--- src/rtl/dsp_addsub_arbiter.sv ---
// dsp_addsub_arbiter: round-robin sharing of one 32-bit DSP add/sub between two requesters,
// one pass for 32-bit ops, two carry-chained passes for 64-bit ops, registered response.
module dsp_addsub_arbiter #(
    parameter bit RR_INIT = 1'b0
) (
    input  logic        clk,
    input  logic        rst_n,
    input  logic        req0_valid,
    output logic        req0_ready,
    input  logic        req0_sub,
    input  logic        req0_wide,
    input  logic [63:0] req0_a,
    input  logic [63:0] req0_b,
    input  logic        req1_valid,
    output logic        req1_ready,
    input  logic        req1_sub,
    input  logic        req1_wide,
    input  logic [63:0] req1_a,
    input  logic [63:0] req1_b,
    output logic        rsp0_valid,
    output logic        rsp1_valid,
    output logic [63:0] rsp_result,
    output logic        rsp_carry,
    output logic        busy,
    output logic [31:0] dsp_in1,
    output logic [31:0] dsp_in2,
    output logic        dsp_sub,
    output logic        dsp_ci,
    input  logic [31:0] dsp_out,
    input  logic        dsp_co
);
    typedef enum logic [1:0] {IDLE, LO, HI, RESP} state_t;
    state_t state, state_next;
    logic ptr, id, sub, wide, c_lo, grant0, grant1, accept;
    logic [63:0] a, b;
    logic [31:0] res_lo;

    assign grant0 = req0_valid & (~req1_valid | ~ptr);
    assign grant1 = req1_valid & (~req0_valid | ptr);
    assign req0_ready = rst_n & (state == IDLE) & grant0;
    assign req1_ready = rst_n & (state == IDLE) & grant1;
    assign accept = req0_ready | req1_ready;
    assign busy = state != IDLE;

    always_comb begin
        state_next = state;
        dsp_in1 = '0;
        dsp_in2 = '0;
        dsp_sub = 1'b0;
        dsp_ci = 1'b0;
        case (state)
            IDLE: state_next = accept ? LO : IDLE;
            LO: begin
                dsp_in1 = a[31:0];
                dsp_in2 = b[31:0];
                dsp_sub = sub;
                state_next = wide ? HI : RESP;
            end
            HI: begin
                dsp_in1 = a[63:32];
                dsp_in2 = b[63:32];
                dsp_sub = sub;
                dsp_ci = c_lo;
                state_next = RESP;
            end
            default: state_next = IDLE;
        endcase
    end

    // The response is captured on the final pass so it holds until the next op completes.
    always_ff @(posedge clk or negedge rst_n) begin
        if (!rst_n) begin
            state <= IDLE;
            ptr <= RR_INIT;
            id <= 1'b0;
            sub <= 1'b0;
            wide <= 1'b0;
            a <= '0;
            b <= '0;
            res_lo <= '0;
            c_lo <= 1'b0;
            rsp0_valid <= 1'b0;
            rsp1_valid <= 1'b0;
            rsp_result <= '0;
            rsp_carry <= 1'b0;
        end else begin
            state <= state_next;
            rsp0_valid <= 1'b0;
            rsp1_valid <= 1'b0;
            if (accept) begin
                id <= req1_ready;
                ptr <= req0_ready;
                sub <= req1_ready ? req1_sub : req0_sub;
                wide <= req1_ready ? req1_wide : req0_wide;
                a <= req1_ready ? req1_a : req0_a;
                b <= req1_ready ? req1_b : req0_b;
            end
            if (state == LO) begin
                res_lo <= dsp_out;
                c_lo <= dsp_co;
            end
            if (state_next == RESP) begin
                rsp0_valid <= ~id;
                rsp1_valid <= id;
                rsp_result <= (state == HI) ? {dsp_out, res_lo} : {32'h0, dsp_out};
                rsp_carry <= dsp_co;
            end
        end
    end
endmodule

--- config.mk ---
export PLATFORM = sky130hd
export DESIGN_NAME = dsp_addsub_arbiter
export DESIGN_NICKNAME = d
export VERILOG_FILES = /design/src/rtl/dsp_addsub_arbiter.sv
export SDC_FILE = /design/constraint.sdc
export NUM_CORES = 1
export LEC_CHECK = 0
export CAP_MARGIN = 10
export CORE_ASPECT_RATIO = 0.7
export CORE_UTILIZATION = 42
export CTS_BUF_LIST = sky130_fd_sc_hd__clkbuf_16
export CTS_CLUSTER_DIAMETER = 80
export DETAILED_ROUTE_END_ITERATION = 8
export HOLD_SLACK_MARGIN = 0.15
export PLACE_DENSITY = 0.78
export RECOVER_POWER = 50
export SETUP_SLACK_MARGIN = 0.3
export SKIP_CTS_REPAIR_TIMING = 1
export SYNTH_ARGS = -nofsm -noshare
export SYNTH_HDL_FRONTEND = slang
export SYNTH_SLANG_ARGS = --single-unit
--- constraint.sdc ---
create_clock -name clk -period 2.2 [get_ports clk]
set_clock_uncertainty 0.2 [all_clocks]
set_input_delay 0.22 -clock clk [delete_from_list [all_inputs] [get_ports clk]]
set_output_delay 0.22 -clock clk [all_outputs]
set_load 0.02 [all_outputs]
## Word-level counts from Yosys, hierarchy flattened

Cells that the tools add are included.

- Equal/unequal tests: 3
- Multiplexer cells: 14
- Bitwise gates (word level): 12
- Reduce and logical (&&, ||, !) cells: 3

Operators by type and width:

| operator | number |
|---|---|
| two-way mux 64 bit | 3 |
| one-hot mux 32 bit (2 select lines) | 2 |
| two-way mux 1 bit | 8 |
| one-hot mux 2 bit (3 select lines) | 1 |
| bitwise AND 1 bit | 5 |
| equality test 2 bit (second input constant) | 2 |
| inverter 1 bit | 4 |
| bitwise OR 1 bit | 3 |
| equality test 2 x 1 -> 1 bit (second input constant) | 1 |
| logical NOT 2 bit | 1 |
| nonzero test 2 bit | 1 |
| OR reduction 2 bit | 1 |

- Bits in registers: 234
- Input bits: 297
- Output and inout bits: 136
- Word-level logic and storage cells: 45

## Depth between registers and ports, before layout

Gate-level depths: netlist (run 1).

- Depth in word-level cells: 9
- Mapped depth: 9
- Mapped depth without buffers: 6

## Least setup slack after synthesis (run 1)

Ideal clock, no wire load.

- Path type: reg2out
- From: register state[0]
- To: output dsp_ci
- Arrival: 1.747 ns
- Required time: 1.780 ns
- Path slack: 0.033 ns
- Stages on the path, launching flop included: 8
- Path buffers: 4
- Cell sequence: dfrtp_1 > inv_1 > ha_1 > buf_2 > buf_2 > clkbuf_1 > clkbuf_1 > and2_1

- Longest elaborated chain between the ends: 2

RTL lines:

| what | line | source |
|---|---|---|
| from (decl) | 33 | `state_t state, state_next;` |
| from (signal assigned) | 87 | `state <= state_next;` |
| equality test 2 bit | 51 | `case (state)` |
| two-way mux 1 bit | 51 |  |
| to (decl) | 28 | `output logic dsp_ci,` |

Every way passes these cells.

## Final worst setup path (run 1)

- From: register state[0]
- To: output dsp_in2[18]

- Longest elaborated chain between the ends: 2
- Elaborated cells between the ends (all ways): 3
- Those cells by class: 2 x eq/ne; 1 x mux

RTL lines:

| what | line | source |
|---|---|---|
| equality test 2 bit or equality test 2 x 1 -> 1 bit (tied branches) | 51 |  |
| one-hot mux 32 bit (2 select lines) (*) | 51 |  |
| to (decl) | 26 | `output logic [31:0] dsp_in2,` |

Every way passes the cells marked *; elsewhere a longest branch is shown, timed or not.

==> flow_summary.toml, run 1 <==
[outcome]
status = "complete, but fails checks"
violations = "negative setup slack"

[cells_and_area]
syn2layout_area_growth_pct = 56.5
layout_commonest_cell = "clkdlybuf4s50_1"
fin_util = 0.670
fin_cells = 1944
drive_gt1_frac = 0.265
layout_common_cells = "clkdlybuf4s50_1 (361), dfrtp_1 (234), and2_1 (131)"
final_nets = 1852
stdcell_area_mm2 = 0.0194
fill_cells = 2141

[synthesis]
synthCells = 1101
synth_area_leader_cell = "dfrtp_1"
yosys.cell_types.count = 27
synth_ff_type = "dfrtp_1"
async_flop_share = 1.00
synth_seq_cells = 234
ys_seq_area_frac = 0.472
synth_top_area_frac = 0.472
yosys_warnings = 0
syn-mean-instance-area_um2 = 11.3
synth_edf_count = 0
synth_fp_nets = 1402
netlist_area_mm2 = 0.0124
synthTopCellsByArea = "dfrtp_1 (47%), a221o_1 (10%), and4_1 (9.1%)"

[worst_setup_path]
required_ns = 1.78
reg2reg_depth = 7
path_class = "reg2out"
start_kind = "flop"
crit_fanout = 12
cp.arrival_ns = 1.93
crit_path_end_kind = "output pin"

[timing]
final_min_period_over_clock_period = 1.07
slew_viol_final = 0
fin_setup_tns_ns = -6.07
slew_headroom = 0.206
fin_crit_ns = 2.35
max_freq_ghz = 0.425
setup_ws_ns = -0.151
rsz0062_at_grt = "yes"
setup-violations-final = 120
hold_viol = 0
worst_slew_pin_slew_ns = 1.19

[placed_design]
placedInstanceArea_mm2 = 0.0175
place_congestion = 0.860
dp_cells = 1837
hpwlAfterDp_mm = 28.0
portBuffers = 432

[flow_run]
drv_cap = 0

[floorplanning]
num_rows = 52
io_pins = 433
die_area_mm2 = 0.0302
start_util = 0.428
fp.dieW_um = 207
core_mm2 = 0.0290
chipHeight_um = 146

[power_and_ir_drop]
vdd_drop_max_mv = 0.686
p_total_mw = 28.0
power_leakage_nw = 8.20
p_per_area_mw_per_mm2 = 1440

[cts]
clkLatencyLatePin_ns = 0.52
clockBufferDepth = 3
h-tree-depth = 1
cts_sinks = 234
clk_pin_slew_ns = 0.07
root_buffer = "clkbuf_16"
cts_tree = "yes"
numCtsBuffers = 25

[route]
wl_per_cell_um = 23.7
dr.first_iter.drc_count = 884
finalWirelength_mm = 46.1
num_vias = 11400
via_per_inst = 5.88
firstDrtPassIters = 5
drc = 0
drt.antenna.violating_nets = 0

[min_path]
hold_depth = 3
worstHoldPathType = "in2reg"

[global_route]
antenna_found_initial = 2
grt_overflow = 0
first_global_vias = 11000
grt_pass1_wl_mm = 63.4
grt_max_degree = 130
grt_usage = 0.263
==> synthesized netlist by cell type (7+ instances only) <==
cell type and instances:
mux2i_1 32, nor2b_1 66, and4_1 129, dfrtp_1 234
inv_1 41, a221o_1 129, clkbuf_1 101, buf_1 7
buf_2 11, and2_1 133, mux2_2 95, buf_6 7
a22oi_1 64, nand2_1 32
==> routing by layer <==
metal	track usage	wire (um)
met1	0.356	19800
met2	0.426	21500
met3	0.0559	3290
met4	0.0791	1450
met5	0	14
==> cell type report <==
cell class              count  area, um^2  share of cell area
diodes                      1        2.50            0.000129
clock buffers              25         626              0.0323
clock inverters            16         101             0.00523
inverters                  41         154             0.00793
multi-input cells         700        6310               0.325
flip-flops and latches    234        5860               0.302
well taps                 378         473              0.0244
repair buffers            549        5870               0.303
==> sequential cells by signal (all words and copies together) (netlist names) <==
register	count
sub	1
rsp1_valid	1
a	64
res_lo	32
state	2
rsp_carry	1
rsp0_valid	1
ptr	1
b	64
rsp_result	64
wide	1
id	1
c_lo	1
==> power breakdown <==
part           total, mW  internal [mW]  leakage (nW)  switching (mW)
Combinational       16.0           8.58          4.98            7.45
Clock               3.91           2.16         0.369            1.74
Sequential          8.08           6.54          2.85            1.54
Total               28.0           17.3          8.20            10.7
==> kinds of logic after synthesis <==
group	synth area share
mux	0.115
flops	0.472
buf+inv	0.0559
fa+ha+maj	0.00404
compound gates	0.149
simple gates	0.203
==> stage by stage <==
stage	worst slack, ns	hold slack (ns)
finish	-0.151	0.137
CTS	-0.635	-0.728
floorplan	0.209	-0.276
detailed placement	-0.0869	-0.168
global placement	-0.0514	-0.168
global route	-0.206	0.147
==> worst max-delay path, cell delays in order, from the launching register on <==
cell and delay (ns):
dfrtp_1 0.38, buf_4 0.15, ha_4 0.20, buf_12 0.16
a22oi_1 0.26, nor2b_2 0.06, dlymetal6s2s_1 0.21
==> worst paths after layout <==
kind                                          from                         end  slack, ns
worst max-delay path            state[0]$_DFF_PN0_                 dsp_in2[18]      -0.15
worst min-delay path                   dsp_out[22]  rsp_result[54]$_DFFE_PN0N_       0.14
worst max register to register  state[0]$_DFF_PN0_  rsp_result[20]$_DFFE_PN0N_      -0.07
worst min register to register      id$_DFFE_PN0P_        rsp0_valid$_DFF_PN0_       0.28
max in group asynchronous                    rst_n   rsp_result[8]$_DFFE_PN0N_       0.16
min in group asynchronous                    rst_n            a[9]$_DFFE_PN0P_       0.80
Note: power is estimated with default switching activity, not from simulation.
==> run 2, diff against run 1 <==
--- a/config.mk
+++ b/config.mk
@@ -7,12 +7,12 @@
 export LEC_CHECK = 0
 export CAP_MARGIN = 10
 export CORE_ASPECT_RATIO = 0.7
-export CORE_UTILIZATION = 42
+export CORE_UTILIZATION = 40
 export CTS_BUF_LIST = sky130_fd_sc_hd__clkbuf_16
 export CTS_CLUSTER_DIAMETER = 80
 export DETAILED_ROUTE_END_ITERATION = 8
 export HOLD_SLACK_MARGIN = 0.15
-export PLACE_DENSITY = 0.78
+export PLACE_DENSITY = 0.72
 export RECOVER_POWER = 50
 export SETUP_SLACK_MARGIN = 0.3
 export SKIP_CTS_REPAIR_TIMING = 1
==> constraint.sdc (replaced) <==
create_clock -name clk -period 2.75 [get_ports clk]
set_clock_uncertainty 0.2 [all_clocks]
set_input_delay 0.275 -clock clk [delete_from_list [all_inputs] [get_ports clk]]
set_output_delay 0.275 -clock clk [all_outputs]
set_load 0.02 [all_outputs]
==> run 2 against run 1 <==
The flow now finishes without violations. Via count shrank 2.7%. Global-route usage fell by 0.87 points. Total power fell by 19%. Critical path depth did not move. Die area up 4.9%. Register-to-register slack improved by 0.43 ns. Sequential power fell by 20%. Critical path type unchanged. Critical endpoint is now dsp_in2[25].
==> flow_summary.toml, run 2 (same netlist as run 1, synthesis figures left out) <==
[power_and_ir_drop]
p_total_mw = 22.6
power_leakage_nw = 7.96
vdd_drop_max_mv = 0.474
p_per_area_mw_per_mm2 = 1210

[route]
wl_per_cell_um = 23.6
firstDrtPassIters = 5
drt.antenna.violating_nets = 0
via_per_inst = 5.73
num_vias = 11100
finalWirelength_mm = 45.7
drc = 0
dr.first_iter.drc_count = 855

[cells_and_area]
layout_common_cells = "clkdlybuf4s50_1 (295), dfrtp_1 (233), and2_1 (132)"
stdcell_area_mm2 = 0.0188
largest_registers = "a: 64 flops, b: 64 flops, rsp_result: 64 flops"
layout_commonest_cell = "clkdlybuf4s50_1"
syn2layout_area_growth_pct = 51.3
drive_gt1_frac = 0.222
fin_util = 0.620
final_nets = 1803
fin_cells = 1940

[floorplanning]
io_pins = 433
core_mm2 = 0.0302
die_area_mm2 = 0.0317
num_rows = 53
chipHeight_um = 149
fp.dieW_um = 212
start_util = 0.410

[flow_run]
drv_cap = 0

[worst_setup_path]
max_stage_delay_ns = 0.46
cp.arrival_ns = 2.04
cp_cell_sequence = "inv_4 > ha_4 > buf_12 > clkbuf_16 > nor2b_2 > buf_4"
required_ns = 2.28
slowest_stage = "dfrtp_1"
start_kind = "flop"
crit_path_end_kind = "output pin"
crit_fanout = 6
path_class = "reg2out"

[cts]
root_buffer = "clkbuf_16"
h-tree-depth = 1
cts_sinks = 234
clk_pin_slew_ns = 0.06
clockBufferDepth = 3
cts_tree = "yes"
numCtsBuffers = 26
clkLatencyLatePin_ns = 0.53

[timing]
rsz0062_at_grt = "yes"
hold_viol = 0
slew_headroom = 0.170
worst_slew_pin_slew_ns = 1.24
setup_ws_ns = 0.239
hold_slack_ns = 0.150
fin_crit_ns = 2.51
slew_viol_final = 0
final_min_period_over_clock_period = 0.913
max_freq_ghz = 0.398
setup-violations-final = 0
fin_setup_tns_ns = 0

[placed_design]
hpwlAfterDp_mm = 27.6
place_congestion = 0.868
dp_slack_ns = 0.214
dp_cells = 1849
placedInstanceArea_mm2 = 0.0171
portBuffers = 432

[outcome]
status = "completed"

[global_route]
grt_pass1_wl_mm = 63.0
grt_usage = 0.255
grt_max_degree = 131
grt_overflow = 0
first_global_vias = 11000
antenna_found_initial = 8

[min_path]
worstHoldPathType = "in2reg"
==> run 2: path summary, 6_finish.rpt <==
path | slack (ns) | cells after the start | end | startpoint
min in group asynchronous | 0.40 | 4 | res_lo[27]$_DFFE_PN0N_ | rst_n
worst min-delay path | 0.15 | 3 | rsp_result[39]$_DFFE_PN0N_ | dsp_out[7]
worst max-delay path | 0.24 | 6 | dsp_in2[25] | state[1]$_DFF_PN0_
worst max register to register | 0.36 | 8 | rsp_result[53]$_DFFE_PN0N_ | state[1]$_DFF_PN0_
max in group asynchronous | 0.52 | 5 | a[47]$_DFFE_PN0P_ | rst_n
worst min register to register | 0.27 | 1 | rsp0_valid$_DFF_PN0_ | id$_DFFE_PN0P_
==> run 2: cell type report <==
cell class	count	area (um^2)
fill	2519	11500
antenna	7	17.5
multi-input combinational	700	6190
sequential	234	5860
inverter	41	159
clock buffer	27	676
clock inverter	20	240
timing repair buffer	499	5100
tap	412	515
==> run 2: power by group <==
group          internal (mW)  switching (mW)
clock                   2.33            1.44
combinational           6.37            6.08
sequential              5.23            1.20
==> run 2: per-layer routing <==
layer | part of all wire | global-route usage
met1 | 0.43 | 0.345
met2 | 0.45 | 0.396
met3 | 0.074 | 0.0571
met4 | 0.043 | 0.0989
met5 | 0.00022 | 0
==> run 2: worst max-delay path: cells and delay by family (launching register included) <==
kind                     cells  cell delay [ns]
adder cells (fa/ha/maj)      1             0.29
buffers and inverters        4             0.56
flip-flops                   1             0.46
AND/OR/NAND/NOR              1             0.20
==> run 3, diff against run 2 <==
--- a/config.mk
+++ b/config.mk
@@ -6,16 +6,19 @@
 export NUM_CORES = 1
 export LEC_CHECK = 0
 export CAP_MARGIN = 10
+export CELL_PAD_IN_SITES_DETAIL_PLACEMENT = 1
+export CELL_PAD_IN_SITES_GLOBAL_PLACEMENT = 1
 export CORE_ASPECT_RATIO = 0.7
-export CORE_UTILIZATION = 40
+export CORE_UTILIZATION = 38
 export CTS_BUF_LIST = sky130_fd_sc_hd__clkbuf_16
 export CTS_CLUSTER_DIAMETER = 80
 export DETAILED_ROUTE_END_ITERATION = 8
 export HOLD_SLACK_MARGIN = 0.15
-export PLACE_DENSITY = 0.72
+export PLACE_DENSITY_LB_ADDON = 0.1
 export RECOVER_POWER = 50
 export SETUP_SLACK_MARGIN = 0.3
 export SKIP_CTS_REPAIR_TIMING = 1
+export SLEW_MARGIN = 25
 export SYNTH_ARGS = -nofsm -noshare
 export SYNTH_HDL_FRONTEND = slang
 export SYNTH_SLANG_ARGS = --single-unit
==> run 3 against run 2 <==
The run now ends with max-capacitance violations, max-slew violations left. Hold slack gained 0.0066 ns. Global-route usage grew 2.0 points. Combinational power is essentially flat. Largest power group unchanged. First-iteration DRC count grew 5.7%. Worst setup slack lost 0.074 ns. Critical endpoint is now dsp_in2[18]. Sequential power shrank 2%. Final area shrank 0.94%. Wire length grew 11%.
==> flow_summary.toml, run 3 (same netlist as run 1, synthesis figures left out) <==
[timing]
setup-violations-final = 0
rsz0062_at_grt = "yes"
fin_crit_ns = 2.58
worst_slew_pin_slew_ns = 1.85
hold_viol = 0
final_min_period_over_clock_period = 0.940
setup_ws_ns = 0.165
slew_viol_final = 217
slew_headroom = -0.230
max_freq_ghz = 0.387

[placed_design]
portBuffers = 432
hpwlAfterDp_mm = 30.9
place_congestion = 0.816
dp_slack_ns = 0.0909
dp_cells = 1850

[floorplanning]
core_mm2 = 0.0316
start_util = 0.392
io_pins = 433
chipHeight_um = 153
fp.dieW_um = 218
num_rows = 54
die_area_mm2 = 0.0334

[worst_setup_path]
crit_family = "buffers and inverters"
r2r_slack_ns = 0.27
cp_cell_sequence = "buf_4 > ha_4 > clkbuf_16 > a22oi_1 > nor2b_1 > dlymetal6s2s_1"
path_class = "reg2out"
crit_path_end_kind = "output pin"
cp.arrival_ns = 2.11
worstSetupStartpoint = "state[1]$_DFF_PN0_"
slowest_stage = "dfrtp_1"
reg2reg_to = "res_lo[25]$_DFFE_PN0N_"
cp_num_buf_inv = 3
start_kind = "flop"
reg2reg_depth = 6
required_ns = 2.28
max_stage_delay_ns = 0.39
crit_fanout = 17
r2r-start = "state[1]$_DFF_PN0_"

[outcome]
status = "complete, but fails checks"
violations = "max-capacitance violations, max-slew violations"

[min_path]
worstHoldPathType = "in2reg"
hold_depth = 3
min_from = "dsp_out[9]"
min_to = "rsp_result[41]$_DFFE_PN0N_"

[power_and_ir_drop]
power_frac_clock = 0.170
p_total_mw = 22.5
power.internal_mw = 13.7
swShare = 0.390
p_per_area_mw_per_mm2 = 1210
vdd_drop_max_mv = 0.739
p_seq_frac = 0.281
power_leakage_nw = 7.94
combPwrFrac = 0.549
p_sw_mw = 8.77

[global_route]
grt_max_degree = 140
antenna_found_initial = 12
first_global_vias = 11600
grt_usage = 0.275
grt_pass1_wl_mm = 71.1
grt_overflow = 0

[route]
dr.first_iter.drc_count = 904
drc = 0
firstDrtPassIters = 5
drt.antenna.violating_nets = 0
via_per_inst = 5.78
finalWirelength_mm = 50.7
wl_per_cell_um = 26.0
num_vias = 11300

[cells_and_area]
layout_commonest_cell = "clkdlybuf4s50_1"
drive_gt1_frac = 0.194
final_nets = 1802
seqCellArea_mm2 = 0.00586
syn2layout_area_growth_pct = 49.9
largest_registers = "a: 64 flops, b: 64 flops, rsp_result: 64 flops"
fin_cells = 1952
multiInputGateArea_mm2 = 0.00603
layout_common_cells = "clkdlybuf4s50_1 (330), dfrtp_1 (234), and2_1 (131)"
fill_cells = 3299

[cts]
clockBufferDepth = 3
cts_tree = "yes"
root_buffer = "clkbuf_16"
cts_sinks = 234
clk_pin_slew_ns = 0.06
h-tree-depth = 1
clkLatencyLatePin_ns = 0.55
numCtsBuffers = 27

[flow_run]
drv_cap = 2
[run 3: cell types whose count changed in the layout (fill, tap and decap cells not counted), moves of 7 or more]
cell and change:
a22oi_1 +25, a22oi_2 -25, buf_4 -39, clkbuf_2 +34
clkdlybuf4s50_1 +35, clkinv_2 +7, dlygate4sd3_1 -35, dlymetal6s2s_1 +7
nor2b_1 +16, nor2b_2 -14
[run 3: worst reg2reg max path, cell delays in order, from the launching register on]
cell      delay [ns]
dfrtp_1         0.39
inv_1           0.14
ha_4            0.17
buf_4           0.19
clkbuf_1        0.16
clkbuf_2        0.67
mux2_2          0.43
[run 3: layer usage]
| layer | vias up | wire length [um] | global-route usage | part of all wire |
|---|---|---|---|---|
| li1 | 4966 | - | - | - |
| met1 | 5864 | 22300 | 0.364 | 0.44 |
| met2 | 358 | 23700 | 0.444 | 0.47 |
| met3 | 91 | 3120 | 0.0623 | 0.062 |
| met4 | 4 | 1530 | 0.0916 | 0.030 |
| met5 | - | 108 | 0 | 0.0021 |
[run 3: worst max-delay path by stage]
stage / to / slack (ns) / cells past startpoint
3_3_place_gp: dsp_in2[2] / 0.04 / 6
4_1_cts: dsp_in2[2] / -0.53 / 6
6_report: dsp_in2[18] / 0.17 / 6
2_1_floorplan: dsp_ci / 0.53 / 7
3_5_place_dp: dsp_in2[2] / 0.09 / 6
5_1_grt: dsp_in2[30] / 0.10 / 7
[run 3: final cells by class]
class,instances,area share
diodes,11,0.00148
clock buffers,27,0.0364
clock inverters,22,0.0131
inverters,41,0.00828
multi-input cells,701,0.325
flip-flops and latches,234,0.315
well taps,420,0.0283
repair buffers,496,0.273
[run 3: through the flow]
stage	hold slack [ns]	setup TNS (ns)	utilization	instance area, um^2
2_1_floorplan	-0.221	0	-	12400
3_3_place_gp	-0.0725	0	0.542	17100
3_5_place_dp	-0.0732	0	0.542	17100
4_1_cts	-0.654	-17.55	0.571	18000
5_1_grt	0.161	0	0.587	18600
6_report	0.157	0	0.588	18600
[run 3: power groups by stage]
| stage | clock network [mW] | logic (mW) | registers, mW |
|---|---|---|---|
| after floorplan | 0 | 6.03 | 6.59 |
| after global placement | 0 | 10.6 | 6.23 |
| after detailed placement | 0 | 10.9 | 6.31 |
| after CTS | 3.89 | 10.9 | 6.29 |
| after global routing | 4.04 | 13.0 | 6.52 |
| final | 3.82 | 12.3 | 6.32 |
